==> config.mk <==
export PLATFORM = sky130hd
export DESIGN_NAME = uart_rx_word_flat
export DESIGN_NICKNAME = d
export VERILOG_FILES = /design/src/rtl/uart_rx_word_if.sv /design/src/rtl/uart_rx_word.sv /design/src/flat_wrapper.sv
export SDC_FILE = /design/constraint.sdc
export NUM_CORES = 1
export LEC_CHECK = 0
export ABC_AREA = 1
export BUFFER_PORTS_ARGS = -buffer_cell sky130_fd_sc_hd__buf_4
export CORE_MARGIN = 10
export CORE_UTILIZATION = 52
export DETAILED_ROUTE_END_ITERATION = 8
export PLACE_DENSITY = 0.73
export SETUP_SLACK_MARGIN = 0.4
export SYNTH_ARGS = -nofsm -noshare
export SYNTH_HDL_FRONTEND = slang
export SYNTH_SLANG_ARGS = --single-unit
==> constraint.sdc <==
create_clock -name clkout -period 1.2 [get_ports clkout]
set_input_delay 0.12 -clock clkout [delete_from_list [all_inputs] [get_ports clkout]]
set_output_delay 0.12 -clock clkout [all_outputs]
set_load 0.05 [all_outputs]
==> src/rtl/uart_rx_word_if.sv <==
// uart_rx_word_if: serial input, FIFO write port and status pulses of the word receiver
interface uart_rx_word_if;
  logic        rx;
  logic        wrfull;
  logic [15:0] dataout;
  logic        wrreq;
  logic        frame_err;
  logic        overflow;
  logic        pair_timeout;
  logic        busy;
  modport master (input rx, wrfull, output dataout, wrreq, frame_err, overflow, pair_timeout, busy);
  modport slave (output rx, wrfull, input dataout, wrreq, frame_err, overflow, pair_timeout, busy);
endinterface

==> src/rtl/uart_rx_word.sv <==
// uart_rx_word: oversampled 8N1 receiver pairing bytes low-first into 16-bit FIFO writes
module uart_rx_word #(
  parameter int OVERSAMPLE   = 16,
  parameter int PAIR_TIMEOUT = 320
) (
  input logic             clkout,
  input logic             reset_ayn,
  uart_rx_word_if.master  bus
);
  localparam int SW = $clog2(OVERSAMPLE);
  localparam int TW = $clog2(PAIR_TIMEOUT + 1);
  localparam logic [SW-1:0] S_HALF = SW'(OVERSAMPLE / 2 - 1);
  localparam logic [SW-1:0] S_LAST = SW'(OVERSAMPLE - 1);
  localparam logic [TW-1:0] T_LAST = TW'(PAIR_TIMEOUT - 1);
  typedef enum logic [1:0] {IDLE, START, DATA, STOP} state_t;
  state_t        state_q, state_d;
  logic          rx_m_q, rx_s_q, rx_d_q;
  logic [SW-1:0] samp_q, samp_d;
  logic [2:0]    bit_q, bit_d;
  logic [7:0]    byte_q, byte_d, low_q, low_d;
  logic          half_q, half_d;
  logic [TW-1:0] to_q, to_d;
  logic [15:0]   dataout_q, dataout_d;
  logic          wrreq_q, wrreq_d, frame_err_q, frame_err_d;
  logic          overflow_q, overflow_d, pair_timeout_q, pair_timeout_d;
  logic          fall, stop_hit, idle_half;
  always_comb begin
    fall           = rx_d_q & ~rx_s_q;
    stop_hit       = (state_q == STOP) && (samp_q == S_LAST);
    idle_half      = (state_q == IDLE) && half_q;
    state_d        = state_q;
    samp_d         = samp_q + 1'b1;
    bit_d          = bit_q;
    byte_d         = byte_q;
    low_d          = low_q;
    half_d         = half_q;
    dataout_d      = dataout_q;
    wrreq_d        = 1'b0;
    frame_err_d    = 1'b0;
    overflow_d     = 1'b0;
    pair_timeout_d = 1'b0;
    to_d           = idle_half ? to_q + 1'b1 : '0;
    case (state_q)
      IDLE: begin
        samp_d  = '0;
        state_d = fall ? START : IDLE;
      end
      START: if (samp_q == S_HALF) begin
        samp_d  = '0;
        bit_d   = '0;
        state_d = rx_s_q ? IDLE : DATA;
      end
      DATA: if (samp_q == S_LAST) begin
        samp_d  = '0;
        byte_d  = {rx_s_q, byte_q[7:1]};
        bit_d   = bit_q + 3'd1;
        state_d = (bit_q == 3'd7) ? STOP : DATA;
      end
      default: if (samp_q == S_LAST) begin
        samp_d  = '0;
        state_d = IDLE;
      end
    endcase
    if (stop_hit) begin
      if (!rx_s_q) begin
        frame_err_d = 1'b1;
        half_d      = 1'b0;
      end else if (!half_q) begin
        low_d  = byte_q;
        half_d = 1'b1;
      end else begin
        half_d     = 1'b0;
        overflow_d = bus.wrfull;
        wrreq_d    = ~bus.wrfull;
        dataout_d  = bus.wrfull ? dataout_q : {byte_q, low_q};
      end
    end
    // a start edge in the expiry cycle takes priority over discarding the low byte
    if (idle_half && (to_q == T_LAST) && !fall) begin
      half_d         = 1'b0;
      pair_timeout_d = 1'b1;
      to_d           = '0;
    end
  end
  always_ff @(posedge clkout or negedge reset_ayn) begin
    if (!reset_ayn) begin
      state_q        <= IDLE;
      rx_m_q         <= 1'b1;
      rx_s_q         <= 1'b1;
      rx_d_q         <= 1'b1;
      samp_q         <= '0;
      bit_q          <= '0;
      byte_q         <= '0;
      low_q          <= '0;
      half_q         <= 1'b0;
      to_q           <= '0;
      dataout_q      <= '0;
      wrreq_q        <= 1'b0;
      frame_err_q    <= 1'b0;
      overflow_q     <= 1'b0;
      pair_timeout_q <= 1'b0;
    end else begin
      state_q        <= state_d;
      rx_m_q         <= bus.rx;
      rx_s_q         <= rx_m_q;
      rx_d_q         <= rx_s_q;
      samp_q         <= samp_d;
      bit_q          <= bit_d;
      byte_q         <= byte_d;
      low_q          <= low_d;
      half_q         <= half_d;
      to_q           <= to_d;
      dataout_q      <= dataout_d;
      wrreq_q        <= wrreq_d;
      frame_err_q    <= frame_err_d;
      overflow_q     <= overflow_d;
      pair_timeout_q <= pair_timeout_d;
    end
  end
  assign bus.dataout      = dataout_q;
  assign bus.wrreq        = wrreq_q;
  assign bus.frame_err    = frame_err_q;
  assign bus.overflow     = overflow_q;
  assign bus.pair_timeout = pair_timeout_q;
  assign bus.busy         = (state_q != IDLE);
endmodule
==> src/flat_wrapper.sv <==
// flat-port wrapper written by rule: the top's interface ports become plain ports
module uart_rx_word_flat 
#(
  parameter int OVERSAMPLE   = 16,
  parameter int PAIR_TIMEOUT = 320
)
  (clkout, reset_ayn, bus_rx, bus_wrfull, bus_dataout, bus_wrreq, bus_frame_err, bus_overflow, bus_pair_timeout, bus_busy);
  uart_rx_word_if bus_i ();
  input logic clkout;
  input logic reset_ayn;
  input wire logic [$bits(bus_i.rx)-1:0] bus_rx;
  input wire logic [$bits(bus_i.wrfull)-1:0] bus_wrfull;
  output wire logic [$bits(bus_i.dataout)-1:0] bus_dataout;
  output wire logic [$bits(bus_i.wrreq)-1:0] bus_wrreq;
  output wire logic [$bits(bus_i.frame_err)-1:0] bus_frame_err;
  output wire logic [$bits(bus_i.overflow)-1:0] bus_overflow;
  output wire logic [$bits(bus_i.pair_timeout)-1:0] bus_pair_timeout;
  output wire logic [$bits(bus_i.busy)-1:0] bus_busy;
  assign bus_i.rx = bus_rx;
  assign bus_i.wrfull = bus_wrfull;
  assign bus_dataout = bus_i.dataout;
  assign bus_wrreq = bus_i.wrreq;
  assign bus_frame_err = bus_i.frame_err;
  assign bus_overflow = bus_i.overflow;
  assign bus_pair_timeout = bus_i.pair_timeout;
  assign bus_busy = bus_i.busy;
  uart_rx_word #(.OVERSAMPLE(OVERSAMPLE), .PAIR_TIMEOUT(PAIR_TIMEOUT)) u_core (.clkout(clkout), .reset_ayn(reset_ayn), .bus(bus_i));
endmodule
==> Word level (Yosys, flattened, before mapping) <==
Cells that the tools add are included.
{ "totals": {"reg_bits": 58, "input_bits": 4, "output_inout_bits": 21} }
{ "classes": {"n_addsub": 3, "eq_ne": 9, "mux": 28, "n_bitwise": 4, "n_reduce_logical": 15} }
{ "ops": {"columns": ["cell", "n"], "rows": [
  ["$mux 9", 2],
  ["$mux 1", 15],
  ["$add 9x1->9 const B", 1],
  ["$eq 9x9->1 const B", 1],
  ["$reduce_and 3->1", 3],
  ["$mux 2", 4],
  ["$mux 4", 2],
  ["$pmux 4 s2", 1],
  ["$mux 3", 2],
  ["$pmux 2 s3", 1],
  ["$pmux 3 s2", 1],
  ["$reduce_bool 2->1", 3],
  ["$add 4x1->4 const B", 1],
  ["$eq 2x2->1 const B", 2],
  ["$eq 4x3->1 const B", 1],
  ["$eq 4x4->1 const B", 1],
  ["$logic_and 1x1->1", 4],
  ["$ne 2x1->1 const B", 2],
  ["$reduce_and 4->1", 1],
  ["$add 3x1->3 const B", 1],
  ["$eq 3x3->1 const B", 1],
  ["$not 1->1", 3],
  ["$reduce_bool 3->1", 1],
  ["$eq 2x1->1 const B", 1],
  ["4 further kinds", 4]
]} }

==> Logic depth before layout (Yosys ltp) <==
Gate-level depths: netlist (run 1).
{ "depth": {"depth_word": 5, "ltp_mapped": 8, "mapped_depth_nobuf": 8} }

==> Least setup slack after synthesis (run 1) <==
No wires, ideal clock.
{ "synth_timing": {"path_kind": "register -> register", "start": "register u_core.state_q[0]", "end": "register u_core.state_q[1]", "arrival_time_ns": 1.379, "t_required_ns": 1.084, "path_slack_ns": -0.296, "stages_incl_launch_ff": 9, "n_path_buf": 0, "synth_period_minus_slack_ns": 1.496, "path_cell_list": "dfrtp_1 inv_1 ha_1 inv_1 nand3_1 nand2_1 nor2_1 nand2_1 nand2_1"} }
{ "synth_via": {"elab_chain_len": 3, "word_cells_on_any_way": 8} }
{ "synth_lines": {"columns": ["element", "line_no", "source"], "rows": [
  ["start: declaration", "uart_rx_word.sv:16", "state_t state_q, state_d;"],
  ["start signal: assignment", "uart_rx_word.sv:103", "state_q <= state_d;"],
  ["$eq 2x2->1, or another cell as far along", "uart_rx_word.sv:43", "case (state_q)"],
  ["$ne 2x1->1 (no source line) or $reduce_bool 3->1 (tied branches)", null, null],
  ["$reduce_and 3->1 (no source line)", null, null]
]} }
Parallel ways exist; a longest one is shown, timed or not.
A chain may end at the register's enable or synchronous reset.

==> Worst setup path in the final report (run 1) <==
{ "layout_timing": {"start": "register u_core.state_q[1]", "end": "register u_core.low_q[2]"} }
{ "layout_via": {"elab_chain_len": 3} }
{ "layout_lines": {"columns": ["element", "line_no", "source"], "rows": [
  ["$eq 2x2->1", "uart_rx_word.sv:29", "stop_hit = (state_q == STOP) && (samp_q == S_LAST);"],
  ["$logic_and 1x1->1", "uart_rx_word.sv:29", null],
  ["$reduce_and 3->1 (no source line)", null, null],
  ["end signal: assignment", "uart_rx_word.sv:110", "low_q <= low_d;"],
  ["end: declaration", "uart_rx_word.sv:20", "logic [7:0] byte_q, byte_d, low_q, low_d;"]
]} }
Every way passes these cells.

==> metrics.md, run 1 <==
| Metric | Value |
|---|---|
| Final Cycle Share | 126.9% |
| Design Area, Final | 4103 µm² |
| RD Place Congestion | 0.7658 |
| Largest fanout on the critical path | 5 |
| H-tree depth | 3 |
| Drt first pass iters | 4 |
| Synth-to-Final Area Change | 62.57% |
| Hold Fails Final Rpt | 26 |
| Status | finished with violations |
| Final Skew | ~0.0099 ns |
| R2r startpoint | u_core.state_q[1] |
| CTS buffer count | 9 |
| Via Count | approximately 2200 |
| Family with the most delay on the worst path | buffers and inverters |
| CP required | 1.43 ns |
| Ports | 25 |
| Total track usage | 16.37% |
| DIE AREA | 8040 µm² |
| Mapped Cells | 261 |
| Largest net degree at the start of global routing | 32 |
| Max cap viols | 0 |
| WS Path Type | reg -> reg |
| Initial drt markers | 127 |
| Yosys reg bits | 58 |
| Fin Hold WS | -0.2923 ns |
| Vias per cell | 5.294 |
| CP max-delay cell | dfrtp_1 |
| Detail Placement HPWL | 3587 µm |
| Post-Syn Area per Cell | 9.669 µm² |
| Buffer and inverter count on the worst path | 4 |
| Number of synthesized flops with an enable pin | 0 |
| Fill cells | 191 |
| Leakage | 1.980 nW |
| Top cells by count, synth | nand2_1 (74), dfrtp_1 (55), inv_1 (26) |
| Final setup viols | 54 |
| Antenna violations before repair | 0 |
| Sw Pwr | 1.534 mW |
| Post-route worst setup slack | -0.3233 ns |
| Dominant cell type by area after synthesis | dfrtp_1 |
| Post-synth top flop | dfrtp_1 |
| Post-route ant nets | 0 |
| CTS tree | built |
| Share of cells above drive strength 1 | 57.46% |
| Core Box Area | 4723 µm² |
| Worst hold-check path type | in -> async |
| Sw frac | 29.68% |
| Seq/Total Area, Yosys | 57.66% |
| Clock share of power | roughly a third |
| Slew Viols, Final | 0 |
| Clk buf depth | 2 |
| CTS Sinks | 58 |
| Cell repeated most along the worst path | buf_6 |
| Initial Util | 53.43% |
| Crit-path cells | buf_6 -> ha_4 -> nand4_4 -> inv_4 -> buf_6 -> buf_12 -> nand2_8 -> nand2_4 -> o21ai_2 |
| Synth area leaders | dfrtp_1 (55%), nand2_1 (11%), o21ai_2 (5.9%) |
| Int Pwr | 3.634 mW |
| Die H | 89.67 µm |
| Logic pwr share | 25.3% |
| Total power draw | 5.168 mW |
| Fmax | 656.5 MHz |
| Routed WL | 7633 µm |
| RSZ-0062 raised after global routing | true |
| Die width | around 90 µm |
| Worst R2R Path Depth | 9 |
| Crit. End Element | register |
| Min cycle time layout | 1.523 ns |
| Clk pin slew, worst setup/hold paths | roughly 0.070 ns |
| Number of global-route vias before repair | ~2100 |
| CP startpoint kind | register |
| DRC viols | 0 |
| Slew HR | 70.66% |
| Antenna cell count | 0 |
| Post-CTS Hold Fix Bufs | 1 |
| Async SR Flop Fraction | 100.0% |
| Total grt overflow | 0 |
| R2r endpoint | u_core.low_q[2] |
| Latest clock arrival within the worst-skew pair | 0.35 ns |
| Slowest stage delay, CP | 0.41 ns |
| Non-filler instance count after layout | 422 |
| Worst-margin pin slew | approximately 0.44 ns |
| First-pass GRT wire length | 9873 µm |
| Worst Path Arrival | 1.76 ns |
| R2r setup slk | -0.32 ns |
| Setup Total Neg Slack | -11.12 ns |
| DP Worst Slack | -0.1468 ns |
| Warnings, synthesis | 0 |
| Area post-placement | roughly 3000 µm² |
| Cell with the most instances after synthesis | nand2_1 |
| DR WL/cell | 18.09 µm |
| Sequential share of power | between 40% and 50% |
| Std-Cell Rows | 25 |
| Mapped cell area | 2524 µm² |
| Max rail drop VDD | 0.001264 V |
| Fin nets | 363 |
| Pwr Density | 1260 nW/µm² |
| Distinct cells, synth | 23 |
| PortBufs | 24 |
| Root Buffer | clkbuf_8 |
| Failing checks | negative hold slack, negative setup slack |
| Net count after synthesis | 273 |
| Cells after DPL | 373 |
| Post-synth top area share | approximately 55% |
-- final cells by class --
| cell class | instances | area [µm²] | share of cell area [%] |
|---|---|---|---|
| Timing Repair inverter | 1 | 11.26 | 0.2745 |
| Clock inverter | 3 | 40.04 | 0.9759 |
| Clock buffer | 12 | 145.1 | 3.538 |
| Multi-Input combinational cell | 173 | 1409 | 34.34 |
| Tap cell | 67 | 83.83 | 2.043 |
| Timing Repair Buffer | 80 | 830.8 | 20.25 |
| Inverter | 28 | 126.4 | 3.080 |
| Sequential cell | 58 | 1456 | 35.50 |
-- what timing repair did --
| item | CTS | global route |
|---|---|---|
| buffers inserted | 14 | 14 |
| gates resized for setup | 59 | 96 |
| endpoints found under the hold margin | 27 | 26 |
| pin swaps | 6 | 20 |
| endpoints found under the setup margin | 76 | 76 |
| cloned | 2 | 3 |
-- cells by family (layout without fill, tap and decap cells) --
family / count (synthesis) / after routing / share of synthesized area (%)
xor gates and xnor gates: 5 / 5 / 1.736
buffers and inverters: 32 / 124 / 5.949
AOI/OAI and AO/OA: 35 / 35 / 9.568
DFF: 58 / 58 / 57.66
adders and majority gates: 8 / 8 / 3.966
and+or+nand+nor: 123 / 125 / 21.12
-- worst reg2reg max path, cell delays in order, from the launching register on --
cell     delay [ns]
dfrtp_1        0.41
buf_6          0.14
ha_4           0.15
nand4_4        0.12
inv_4          0.12
buf_6          0.11
buf_12         0.13
nand2_8        0.09
nand2_4        0.10
o21ai_2        0.04
-- layout by cell type, fill, tap and decap left out, types with 4 or more instances in the layout --
cell / synthesis / layout
buf_12: 0 / 5
nor2_1: 25 / 15
inv_2: 2 / 5
nor2_4: 1 / 8
dfrtp_1: 55 / 54
nand2_8: 0 / 4
buf_4: 0 / 39
nand2_2: 4 / 20
nand2_4: 2 / 22
ha_4: 0 / 5
inv_1: 26 / 19
buf_6: 4 / 32
nand3_2: 1 / 5
o21ai_1: 11 / 6
nand3_1: 12 / 7
o21ai_2: 17 / 22
clkbuf_8: 0 / 10
nand2_1: 74 / 36
-- per-layer routing --
layer | vias up | wire [µm] | global-route usage (%) | part of all wire (%)
met5 | - | 0 | 0 | 0
met3 | 34 | 376 | 3.881 | 4.9
met2 | 83 | 3990 | 25.79 | 52
met1 | 1105 | 2953 | 19.38 | 39
li1 | 1012 | - | - | -
met4 | 0 | 312 | 11.27 | 4.1
-- registers in the layout, indices dropped and copies added, names as in the netlist, 2 cells and up --
name,cells
u_core.state_q,2
u_core.bus.dataout,16
u_core.bit_q,3
u_core.to_q,9
u_core.samp_q,4
u_core.byte_q,8
u_core.low_q,8
-- metrics by stage --
step	hold WS, ns	util (%)
6_report	-0.2923	86.86
5_1_grt	-0.2672	86.86
4_1_cts	-0.2840	76.08
3_5_place_dp	0.08579	63.50
3_3_place_gp	0.08092	63.50
2_1_floorplan	-0.1756	-
-- worst max-delay path by stage --
stage / endpoint / start / depth (start not counted) / slack (ns)
after global placement: u_core.to_q[6] / u_core.state_q[0] / 7 / -0.12
after global routing: u_core.low_q[0] / u_core.state_q[1] / 9 / -0.34
final: u_core.low_q[2] / u_core.state_q[1] / 9 / -0.32
after detailed placement: u_core.to_q[5] / u_core.state_q[0] / 7 / -0.15
after floorplan: u_core.state_q[0] / u_core.state_q[0] / 8 / -0.19
after CTS: bus_busy / u_core.state_q[1] / 5 / -0.23
-- power by group through the flow --
stage	combinational, mW	sequential (mW)	clock [mW]
2_1_floorplan	0.424	2.09	0
3_3_place_gp	0.712	2.09	0
3_5_place_dp	0.717	2.10	0
4_1_cts	1.02	2.07	1.77
5_1_grt	1.41	2.08	1.87
6_report	1.31	2.08	1.78
Note: power is estimated with default switching activity, not from simulation.
==> run 2, diff against run 1 <==
Settings changed: RECOVER_POWER from default to 25.
==> run 2 against run 1 <==
Compared with the run above: the run still ends with negative hold slack, negative setup slack left; die area is the same; first-iteration DRC count is the same; final area about the same; global-route usage unchanged; sequential power barely moved; critical path type unchanged; largest power group unchanged.
==> metrics.md, run 2 (synthesis results as in run 1) <==
| Metric | Value |
|---|---|
| Family with the most delay on the worst path | buffers and inverters |
| Crit-path cells | buf_6 -> ha_4 -> nand4_4 -> inv_4 -> buf_6 -> buf_12 -> nand2_8 -> nand2_4 -> o21ai_2 |
| Initial drt markers | 127 |
| DP Worst Slack | -0.1468 ns |
| Sequential share of power | around 40% |
| Setup Total Neg Slack | -11.12 ns |
| Slowest stage delay, CP | 0.41 ns |
| H-tree depth | 3 |
| DR WL/cell | 18.09 µm |
| Slew HR | 43.14% |
| Worst Path Arrival | 1.76 ns |
| RSZ-0062 raised after global routing | true |
| Pwr Density | 1260 nW/µm² |
| Fin Hold WS | -0.1322 ns |
| Routed WL | 7632 µm |
| Worst R2R Path Depth | 9 |
| CP Capture Point | u_core.low_q[2] |
| DRC viols | 0 |
| Clk pin slew, worst setup/hold paths | ~0.07 ns |
| Latest clock arrival within the worst-skew pair | 0.35 ns |
| Total grt overflow | 0 |
| Die H | 89.67 µm |
| Failing checks | negative hold slack, negative setup slack |
| Clk buf depth | 2 |
| CP Depth | 9 |
| Total power draw | 5.167 mW |
| Crit. End Element | register |
| Initial Util | 53.43% |
| Area post-placement | 2999 µm² |
| Status | finished with violations |
| Share of cells above drive strength 1 | 57.46% |
| Via Count | around 2200 |
| Ports | 25 |
| Fmax | 656.5 MHz |
| Min cycle time layout | 1.523 ns |
| Int Pwr | 3.633 mW |
| Slew Viols, Final | 0 |
| R2r startpoint | u_core.state_q[1] |
| R2r setup slk | -0.32 ns |
| Final Skew | 0.009946 ns |
| Logic pwr share | between 20 and 30% |
| CTS Sinks | a little under 60 |
| DIE AREA | 8040 µm² |
| Final Cycle Share | 126.9% |
| Drt first pass iters | 4 |
| Antenna cell count | 0 |
| RD Place Congestion | 0.7658 |
| CP max-delay cell | dfrtp_1 |
| Detail Placement HPWL | 3587 µm |
| WS Path Type | reg -> reg |
| Cell repeated most along the worst path | buf_6 |
| Sw Pwr | around 1.5 mW |
| R2r endpoint | u_core.low_q[2] |
| Max rail drop VDD | 0.001264 V |
| CTS buffer count | 9 |
| Largest fanout on the critical path | 5 |
| CTS tree | built |
| Root Buffer | clkbuf_8 |
| Hold Fails Final Rpt | 26 |
| Fill cells | between 150 and 200 |
| Post-route ant nets | 0 |
| Largest register FFs | 16 |
| Post-CTS Hold Fix Bufs | 1 |
| Design Area, Final | 4100 µm² |
| Max cap viols | 0 |
| Std-Cell Rows | 25 |
| Core Box Area | 4723 µm² |
| Synth-to-Final Area Change | 62.47% |
| First-pass GRT wire length | 9873 µm |
| Vias per cell | 5.294 |
| PortBufs | 24 |
| Leakage | 1.980 nW |
| Clock share of power | about a third |
| Total track usage | 16.37% |
| Worst hold-check path type | in -> async |
| CP required | 1.43 ns |
| Crit path from | u_core.state_q[1] |
| Buffer and inverter count on the worst path | 4 |
| Number of global-route vias before repair | 2104 |
| Worst-margin pin slew | 0.8528 ns |
| Sw frac | 29.69% |
| Fin nets | 363 |
| Most frequent cells in the layout | dfrtp_1 (54), buf_4 (38), nand2_1 (36), buf_6 (32) |
| Most common cell after layout, fill and taps aside | dfrtp_1 |
| Largest net degree at the start of global routing | 32 |
| Antenna violations before repair | 0 |
| Die width | around 90 µm |
| CP startpoint kind | register |
| Final setup viols | 54 |
| Post-route worst setup slack | -0.3233 ns |
-- run 2: cell count changes in the layout (fill, tap and decap cells not counted) --
cell / previous run / this run
buf_4: 39 / 38
clkbuf_2: 0 / 1
-- run 2: cell type report --
cell class / instances / area [µm²] / area share [%]
inverter: 28 / 126.4 / 3.082
timing repair buffer: 80 / 828.3 / 20.20
sequential: 58 / 1456 / 35.52
tap: 67 / 83.83 / 2.045
multi-input combinational: 173 / 1409 / 34.36
clock inverter: 3 / 40.04 / 0.9765
timing repair inverter: 1 / 11.26 / 0.2746
clock buffer: 12 / 145.1 / 3.540
-- run 2: through the flow --
stage | util [%] | hold WS, ns | instances
after floorplan | - | -0.1756 | 261
after global placement | 63.50 | 0.08092 | 373
after detailed placement | 63.50 | 0.08579 | 373
after CTS | 76.08 | -0.2840 | 405
after global routing | 86.81 | -0.08574 | 422
final | 86.81 | -0.1322 | 422
-- run 2: worst reg2reg max path, cell delays in order (launching register included) --
cell,delay [ns]
dfrtp_1,0.41
buf_6,0.14
ha_4,0.15
nand4_4,0.12
inv_4,0.12
buf_6,0.11
buf_12,0.13
nand2_8,0.09
nand2_4,0.10
o21ai_2,0.04
-- run 2: what timing repair did --
item                                   in CTS  in global routing
gates resized for setup                    59                 96
cloned                                      2                  3
buffers inserted                           14                 14
setup endpoints to repair                  76                 76
endpoints found under the hold margin      27                 26
pin swaps                                   6                 20
-- run 2: metal layers --
| metal | up-vias | wire length (µm) | track usage, % |
|---|---|---|---|
| li1 | 1012 | - | - |
| met1 | 1105 | 2954 | 19.38 |
| met2 | 83 | 3989 | 25.79 |
| met3 | 34 | 376 | 3.881 |
| met4 | 0 | 312 | 11.27 |
| met5 | - | 0 | 0 |
-- run 2: worst min path at each step --
stage              start         endpoint  slack (ns)  cells after the start
5_1_grt        reset_ayn    u_core.half_q       -0.09                      1
4_1_cts        reset_ayn   u_core.to_q[3]       -0.28                      1
2_1_floorplan  reset_ayn  u_core.bit_q[0]       -0.18                      0
3_3_place_gp   reset_ayn   u_core.to_q[3]        0.08                      1
3_5_place_dp   reset_ayn   u_core.to_q[3]        0.09                      1
6_report       reset_ayn    u_core.half_q       -0.13                      1
-- run 2: power by group through the flow --
stage,combinational (mW),sequential [mW],clock (mW)
2_1_floorplan,0.424,2.09,0
3_3_place_gp,0.712,2.09,0
6_report,1.31,2.08,1.78
3_5_place_dp,0.717,2.10,0
5_1_grt,1.41,2.08,1.87
4_1_cts,1.02,2.07,1.77
